**config.mk**
```make
export PLATFORM = sky130hd
export DESIGN_NAME = systolic_result_writer
export DESIGN_NICKNAME = d
export VERILOG_FILES = /design/src/rtl/systolic_result_writer.sv
export SDC_FILE = /design/constraint.sdc
export NUM_CORES = 1
export LEC_CHECK = 0
export BUFFER_PORTS_ARGS = -buffer_cell sky130_fd_sc_hd__buf_2
export CORE_MARGIN = 1
export CORE_UTILIZATION = 48
export CTS_CLUSTER_DIAMETER = 50
export DETAILED_ROUTE_END_ITERATION = 16
export PLACE_DENSITY = 0.77
export SLEW_MARGIN = 10
export SYNTH_ARGS = -nofsm -noshare
export SYNTH_HDL_FRONTEND = slang
export SYNTH_SLANG_ARGS = --single-unit
```
**constraint.sdc**
```tcl
create_clock -name clk -period 4.6 [get_ports clk]
set_clock_uncertainty 0.05 [all_clocks]
set_input_delay 0.92 -clock clk [delete_from_list [all_inputs] [get_ports clk]]
set_output_delay 0.92 -clock clk [all_outputs]
set_load 0.03 [all_outputs]
```
**src/rtl/systolic_result_writer.sv**
```systemverilog
`default_nettype none
// =============================================================================
// Module   : systolic_result_writer
// Brief    : Drain stage for the 2x2 systolic multiplier. On an accepted start
//            the four PE results are snapshotted and written row-major
//            (c00, c01, c10, c11) into a 4-entry single-port memory through an
//            ena/wea/addra/dina/douta port. Addresses start at BASE_ADDR and
//            wrap modulo 2^ADDR_W.
//            Optional feature macro: SYS_RESULT_READBACK_EN. When defined, a
//            read-back pass re-reads the four words and raises a sticky err
//            flag on any mismatch. When undefined, err is tied low and douta
//            is ignored.
// Revision : 1.0 - initial release
// =============================================================================
module systolic_result_writer #(
    parameter int DATA_W    = 32,
    parameter int ADDR_W    = 2,
    parameter int BASE_ADDR = 0
) (
    input  logic              clk,
    input  logic              rst,
    input  logic              start,
    input  logic [DATA_W-1:0] c00,
    input  logic [DATA_W-1:0] c01,
    input  logic [DATA_W-1:0] c10,
    input  logic [DATA_W-1:0] c11,
    output logic              busy,
    output logic              done,
    output logic              err,
    output logic              ena,
    output logic              wea,
    output logic [ADDR_W-1:0] addra,
    output logic [DATA_W-1:0] dina,
    input  logic [DATA_W-1:0] douta
);

    localparam logic [1:0] S_IDLE  = 2'd0;
    localparam logic [1:0] S_WRITE = 2'd1;
`ifdef SYS_RESULT_READBACK_EN
    localparam logic [1:0] S_READ  = 2'd2;
`endif
    localparam logic [1:0] S_DONE  = 2'd3;

    localparam logic [2:0] C_LAST_WORD = 3'd3;
`ifdef SYS_RESULT_READBACK_EN
    // Index 4 in READ issues no access; it only waits for the last douta.
    localparam logic [2:0] C_READ_DRAIN = 3'd4;
`endif
    localparam logic [ADDR_W-1:0] C_BASE = ADDR_W'(BASE_ADDR);

    logic [1:0]        r_state;
    logic [1:0]        w_state_nxt;
    logic [2:0]        r_idx;
    logic [2:0]        w_idx_nxt;
    logic [DATA_W-1:0] r_snap [4];
    logic [DATA_W-1:0] w_src  [4];
    logic              w_accept;

    logic              w_ena_nxt;
    logic              w_wea_nxt;
    logic              w_busy_nxt;
    logic              w_done_nxt;
    logic [ADDR_W-1:0] w_addra_nxt;
    logic [DATA_W-1:0] w_dina_nxt;

    assign w_accept = (r_state == S_IDLE) && start;

    // Write-data source: live inputs on the accept cycle (snapshot not yet loaded), snapshot afterwards.
    always_comb begin
        w_src[0] = w_accept ? c00 : r_snap[0];
        w_src[1] = w_accept ? c01 : r_snap[1];
        w_src[2] = w_accept ? c10 : r_snap[2];
        w_src[3] = w_accept ? c11 : r_snap[3];
    end

    // Next-state and word-index sequencing.
    always_comb begin
        w_state_nxt = r_state;
        w_idx_nxt   = r_idx;
        case (r_state)
            S_IDLE: begin
                if (start) begin
                    w_state_nxt = S_WRITE;
                    w_idx_nxt   = 3'd0;
                end
            end
            S_WRITE: begin
                if (r_idx == C_LAST_WORD) begin
`ifdef SYS_RESULT_READBACK_EN
                    w_state_nxt = S_READ;
`else
                    w_state_nxt = S_DONE;
`endif
                    w_idx_nxt   = 3'd0;
                end else begin
                    w_idx_nxt = r_idx + 3'd1;
                end
            end
`ifdef SYS_RESULT_READBACK_EN
            S_READ: begin
                if (r_idx == C_READ_DRAIN) begin
                    w_state_nxt = S_DONE;
                    w_idx_nxt   = 3'd0;
                end else begin
                    w_idx_nxt = r_idx + 3'd1;
                end
            end
`endif
            S_DONE: begin
                w_state_nxt = S_IDLE;
                w_idx_nxt   = 3'd0;
            end
            default: begin
                w_state_nxt = S_IDLE;
                w_idx_nxt   = 3'd0;
            end
        endcase
    end

    // Output decode from the upcoming state so every port can be registered.
    always_comb begin
        w_ena_nxt   = 1'b0;
        w_wea_nxt   = 1'b0;
        w_addra_nxt = '0;
        w_dina_nxt  = '0;
        w_busy_nxt  = (w_state_nxt != S_IDLE);
        w_done_nxt  = (w_state_nxt == S_DONE);
        case (w_state_nxt)
            S_WRITE: begin
                w_ena_nxt   = 1'b1;
                w_wea_nxt   = 1'b1;
                w_addra_nxt = C_BASE + ADDR_W'(w_idx_nxt);
                w_dina_nxt  = w_src[w_idx_nxt[1:0]];
            end
`ifdef SYS_RESULT_READBACK_EN
            S_READ: begin
                if (w_idx_nxt != C_READ_DRAIN) begin
                    w_ena_nxt   = 1'b1;
                    w_addra_nxt = C_BASE + ADDR_W'(w_idx_nxt);
                end
            end
`endif
            default: begin
            end
        endcase
    end

    // State and word-index register.
    always_ff @(posedge clk) begin
        if (!rst) begin
            r_state <= S_IDLE;
            r_idx   <= 3'd0;
        end else begin
            r_state <= w_state_nxt;
            r_idx   <= w_idx_nxt;
        end
    end

    // Registered memory-port and status outputs.
    always_ff @(posedge clk) begin
        if (!rst) begin
            ena   <= 1'b0;
            wea   <= 1'b0;
            addra <= '0;
            dina  <= '0;
            busy  <= 1'b0;
            done  <= 1'b0;
        end else begin
            ena   <= w_ena_nxt;
            wea   <= w_wea_nxt;
            addra <= w_addra_nxt;
            dina  <= w_dina_nxt;
            busy  <= w_busy_nxt;
            done  <= w_done_nxt;
        end
    end

    // Result snapshot, captured only when start is accepted.
    always_ff @(posedge clk) begin
        if (!rst) begin
            for (int i = 0; i < 4; i++) begin
                r_snap[i] <= '0;
            end
        end else if (w_accept) begin
            r_snap[0] <= c00;
            r_snap[1] <= c01;
            r_snap[2] <= c10;
            r_snap[3] <= c11;
        end
    end

`ifdef SYS_RESULT_READBACK_EN
    logic       r_cmp_pend;
    logic [1:0] r_cmp_idx;
    logic       r_err;

    // Delay each issued read by one cycle so it lines up with its douta word.
    always_ff @(posedge clk) begin
        if (!rst) begin
            r_cmp_pend <= 1'b0;
            r_cmp_idx  <= 2'd0;
        end else begin
            r_cmp_pend <= (r_state == S_READ) && (r_idx != C_READ_DRAIN);
            r_cmp_idx  <= r_idx[1:0];
        end
    end

    // Sticky mismatch flag; a newly accepted start clears it.
    always_ff @(posedge clk) begin
        if (!rst) begin
            r_err <= 1'b0;
        end else if (w_accept) begin
            r_err <= 1'b0;
        end else if (r_cmp_pend && (douta != r_snap[r_cmp_idx])) begin
            r_err <= 1'b1;
        end
    end

    assign err = r_err;
`else
    logic w_unused_douta;
    assign w_unused_douta = ^douta;
    assign err            = 1'b0;
`endif

endmodule
`default_nettype wire

```
Yosys cells after proc, flatten, opt, wreduce, memory -nomap -nowiden:

Memory sizes are Yosys's and may differ from the RTL's.
Index checks and enable logic that the tools add are counted.

* $add $sub $neg: 1
* $lt $le $gt $ge: 1
* eq/ne operators: 5
* muxes and demuxes: 22
* bitwise logic cells: 5
* reduce and logical (&&, ||, !) cells: 4

Operator list (number)
* $mux W32: 10
* $bmux W32 S2: 1
* $mux W3: 2
* $pmux W3 S2: 1
* $mux W1: 5
* $eq A2 B1 Y1 const B: 2
* $mux W2: 2
* $or A1 B1 Y1: 4
* $pmux W2 S2: 1
* $add A3 B1 Y3 const B: 1
* $eq A3 B2 Y1 const B: 1
* $ge A3 B3 Y1 const B: 1
* $not A2 Y3: 1
* $eq A2 B2 Y1 const B: 1
* $logic_not A2 Y1: 1
* $ne A2 B2 Y1 const B: 1
* $reduce_and A2 Y1: 1
* $reduce_bool A2 Y1: 1
* $logic_and A1 B1 Y1: 1

* register bits after elaboration: 42
* bits in writable memories: 128
* bits of input ports: 163
* output and inout port bits: 39
* logic and storage cells: 47
* memories: 1

Memory list
* r_snap: words 4, bits a word 32, rd ports 4, clocked after Yosys merged registers in 0, write ports 4, line 55 `logic [DATA_W-1:0] r_snap [4];`

Depth between registers and ports, before layout:

* depth after elaboration: 7
* gate-level depth with buffers: 9
* depth with buffers taken out: 6

Worst setup path after synthesis:

No wires, ideal clock.

* path kind: input to register
* start: in start
* end: mem r_snap[0][0] (enable)
* setup time: 1112 ps
* data arrival time: 3657 ps
* data required time: 3438 ps
* setup slack: -218 ps
* cell stages on the path: 4
* buffers on the path: 2
* cell sequence: nand2_1 buf_2 clkbuf_1 nand2_1

RTL lines
* start, declared: line 22 `input logic start,`
* end, declared: line 55

Worst setup path in the final report:

* start: reg r_idx[0]
* end: reg dina[20]

* longest elaborated chain between the ends: 7
* elaborated cells between the ends (all ways): 13
* classes of those cells: add/sub (1); eq/ne (2); mux (8); bitwise (1); reduce/logical (1)

Ends and longest elaborated chain
* start, declared: line 53 `logic [2:0] r_idx;`
* start signal, assigned: line 155 `r_idx <= w_idx_nxt;`
* $add A3 B1 Y3 / $eq A3 B2 Y1 (equally long branches): line 96, 88
* $mux W3: line 88 `if (r_idx == C_LAST_WORD) begin`
* $pmux W3 S2: line 80 `case (r_state)`
* $not A2 Y3 (not written as such): line 133 `w_dina_nxt = w_src[w_idx_nxt[1:0]];`
* $bmux W32 S2: line 133
* $mux W32 (not written as such) (2 in a row): line 133
* end signal, assigned: line 172 `dina <= w_dina_nxt;`
* end, declared: line 33 `output logic [DATA_W-1:0] dina,`

Several ways; a longest one is shown, not always the timed one. The select of a mux whose other input is x is not followed.
A chain may end at the register's enable or synchronous reset.

==> results.json <==
{
  "critPathMaxFanout": 65,
  "core-area_sq_um": 15300,
  "fillers": 1315,
  "final-hold-violation-count": 0,
  "place_congestion": 0.810,
  "pin_count": 202,
  "final_cell_mix": "buf_2 (167), and3_1 (128), edfxtp_1 (128)",
  "worst_pin_slew_ns": 1.10,
  "drtIter0Drc": 529,
  "grt_max_degree": 130,
  "intPower_mw": 2.77,
  "dp_hpwl_um": 10700,
  "io_buffers": 168,
  "status": "completed",
  "worstHoldPathType": "flip-flop to flip-flop",
  "antenna_left": 0,
  "row_count": 45,
  "wl_um": 18200,
  "leakage_nw": 4.04,
  "yosysSeqAreaShare_pct": 61.9,
  "critPathRequiredTime_ns": 4.83,
  "path_class": "flip-flop to flip-flop",
  "grt_pass1_wl_um": 27900,
  "p_sw_share_pct": 24.5,
  "wl_per_cell_um": 18.1,
  "ir_drop_uv": 262,
  "die_x_um": 128,
  "final_common_cell": "buf_2",
  "start_kind": "flip-flop",
  "p_seq_share_pct": 49.4,
  "fin_nets": 940,
  "setup_ws_ns": 1.31,
  "dp_slack_ns": 1.09,
  "dp_cells": 968,
  "grt_overflow": 0,
  "cts_resized": 0,
  "die-area_sq_um": 16300,
  "endpoint_kind": "flip-flop",
  "rsz0062_at_grt": "no",
  "drv_cap": 0,
  "postCtsSetupRepairBufs": 0,
  "cts_tree": "done",
  "p_comb_share_pct": 12.3,
  "synth.distinct_cells": 30,
  "pwr-share-clk_pct": 38.2,
  "setup_violations": 0,
  "via_per_inst": 5.64,
  "rr_startpoint": "r_idx[0]$_SDFF_PN0_",
  "ctsHoldBuffers": 0,
  "drive_above_1_share_pct": 30.7,
  "cts-htree-levels": 4,
  "die_height_um": 128,
  "clkSinkCount": 170,
  "first_global_vias": 5388,
  "total_power_mw": 3.67,
  "syn2layout_area_growth_pct": 18.7,
  "power_density_nw_per_um2": 408,
  "first_pass_iters": 5,
  "ys_ff_latch": 170,
  "avgSynthCellArea_sq_um": 11.6,
  "antenna_found_initial": 3,
  "max_freq_mhz": 304,
  "syn_area_sq_um": 7570,
  "fin_cells": 1002,
  "fin_crit_sh_pct": 71.5,
  "p_switching_mw": 0.898,
  "relSlewSlack_pct": 26.9,
  "vias": 5649,
  "grt_use_total_pct": 22.5,
  "cp_data_arrival_time_ns": 3.52,
  "setup_tns_ns": 0,
  "synth_cells": 651,
  "cts_buffers": 17,
  "clk_pin_slew_worst_paths_ns": 0.06,
  "reg2reg_to": "dina[20]$_SDFF_PN0_",
  "synth_nets": 815,
  "layout_min_cycle_time_ns": 3.29,
  "final_max_slew_viol_count": 0,
  "yosys_warnings": 0,
  "reg2reg_setup_slack_ns": 1.31,
  "clock-root-buffer": "clkbuf_16",
  "clock_latency_ns": 0.42,
  "drc": 0,
  "cp-startpoint": "r_idx[0]$_SDFF_PN0_",
  "reg2regPathDepth": 6,
  "ctsLongestPathBuffers": 2,
  "initial_core_util_pct": 49.4,
  "critPathCapture": "dina[20]$_SDFF_PN0_"
}
[Yosys cell counts (all sizes together)]
cell / instances / area (sq um)
o21ai: 64 / 320
o32ai: 32 / 280
nor2b: 1 / 13.8
and3: 128 / 801
nand2: 3 / 11.3
nand2b: 66 / 413
clkbuf: 54 / 203
conb: 1 / 3.75
and2: 1 / 6.26
nor2: 41 / 156
nor3b: 1 / 7.51
a22oi: 1 / 21.3
ha: 1 / 12.5
dfxtp: 42 / 841
nand3: 1 / 5.00
nand3b: 1 / 7.51
buf: 14 / 140
edfxtp: 128 / 3840
a32oi: 1 / 8.76
inv: 3 / 11.3
a21oi: 65 / 445
or2: 2 / 15.0
[critical path, stage by stage, from the launching register on]
cell and delay, ns:
dfxtp_1 0.44, ha_1 0.23, nand2b_1 0.13, a22oi_4 0.74
or2_4 0.96, a21oi_2 0.14, o32ai_1 0.44
[registers in the layout, summed over array words and instances, names as in the netlist]
register	count
r_snap	128
dina	32
r_idx	3
addra	2
r_state	2
busy	1
done	1
wea	1
[worst min-delay path by stage]
stage                     startpoint  cells after the start               endpoint
2_1_floorplan  r_idx[2]$_SDFFE_PN0P_                      1  r_idx[2]$_SDFFE_PN0P_
3_3_place_gp   r_idx[2]$_SDFFE_PN0P_                      1  r_idx[2]$_SDFFE_PN0P_
3_5_place_dp   r_idx[2]$_SDFFE_PN0P_                      1  r_idx[2]$_SDFFE_PN0P_
4_1_cts        r_idx[2]$_SDFFE_PN0P_                      1  r_idx[2]$_SDFFE_PN0P_
5_1_grt        r_idx[2]$_SDFFE_PN0P_                      1  r_idx[2]$_SDFFE_PN0P_
6_report       r_idx[2]$_SDFFE_PN0P_                      1  r_idx[2]$_SDFFE_PN0P_
[power groups by stage]
stage	clock network, mW	logic, mW	registers (mW)
after floorplan	0	0.257	1.89
after global placement	0	0.437	1.84
after global routing	1.48	0.493	1.82
after CTS	1.42	0.453	1.81
final	1.40	0.453	1.81
after detailed placement	0	0.448	1.85
[layer usage]
metal  track usage [%]  wire length, um  up-vias
met3              5.32             1110       34
met1              29.6             7800     2733
met5                 0               13        -
li1                  -                -     2642
met2              35.4             8790      238
met4              10.2              450        2
[logic make-up after synthesis]
kind of cell / synth area share, %
buf+inv: 4.68
other cells: 0.0496
fa+ha+maj: 0.165
flops: 61.9
simple gates: 19.0
compound gates: 14.2
[through the flow]
stage                     util (%)  hold slack (ns)  area [sq um]
final                         58.7            0.446          8980
after CTS                     58.6            0.448          8980
after global routing          58.7            0.454          8980
after floorplan                  -            0.410          7570
after global placement        54.9            0.418          8400
after detailed placement      54.9            0.438          8400
[area by class of cell]
type                       count  area, sq um  share of cell area, %
inverter                       3         11.3                  0.125
sequential                   170         4690                   52.2
tap                          211          264                   2.94
clock inverter                 8         92.6                   1.03
antenna                        2         5.00                 0.0557
multi-input combinational    410         2550                   28.4
timing repair buffer         174          888                   9.89
clock buffer                  24          483                   5.38
No activity file was read; power rests on OpenSTA's default activity.
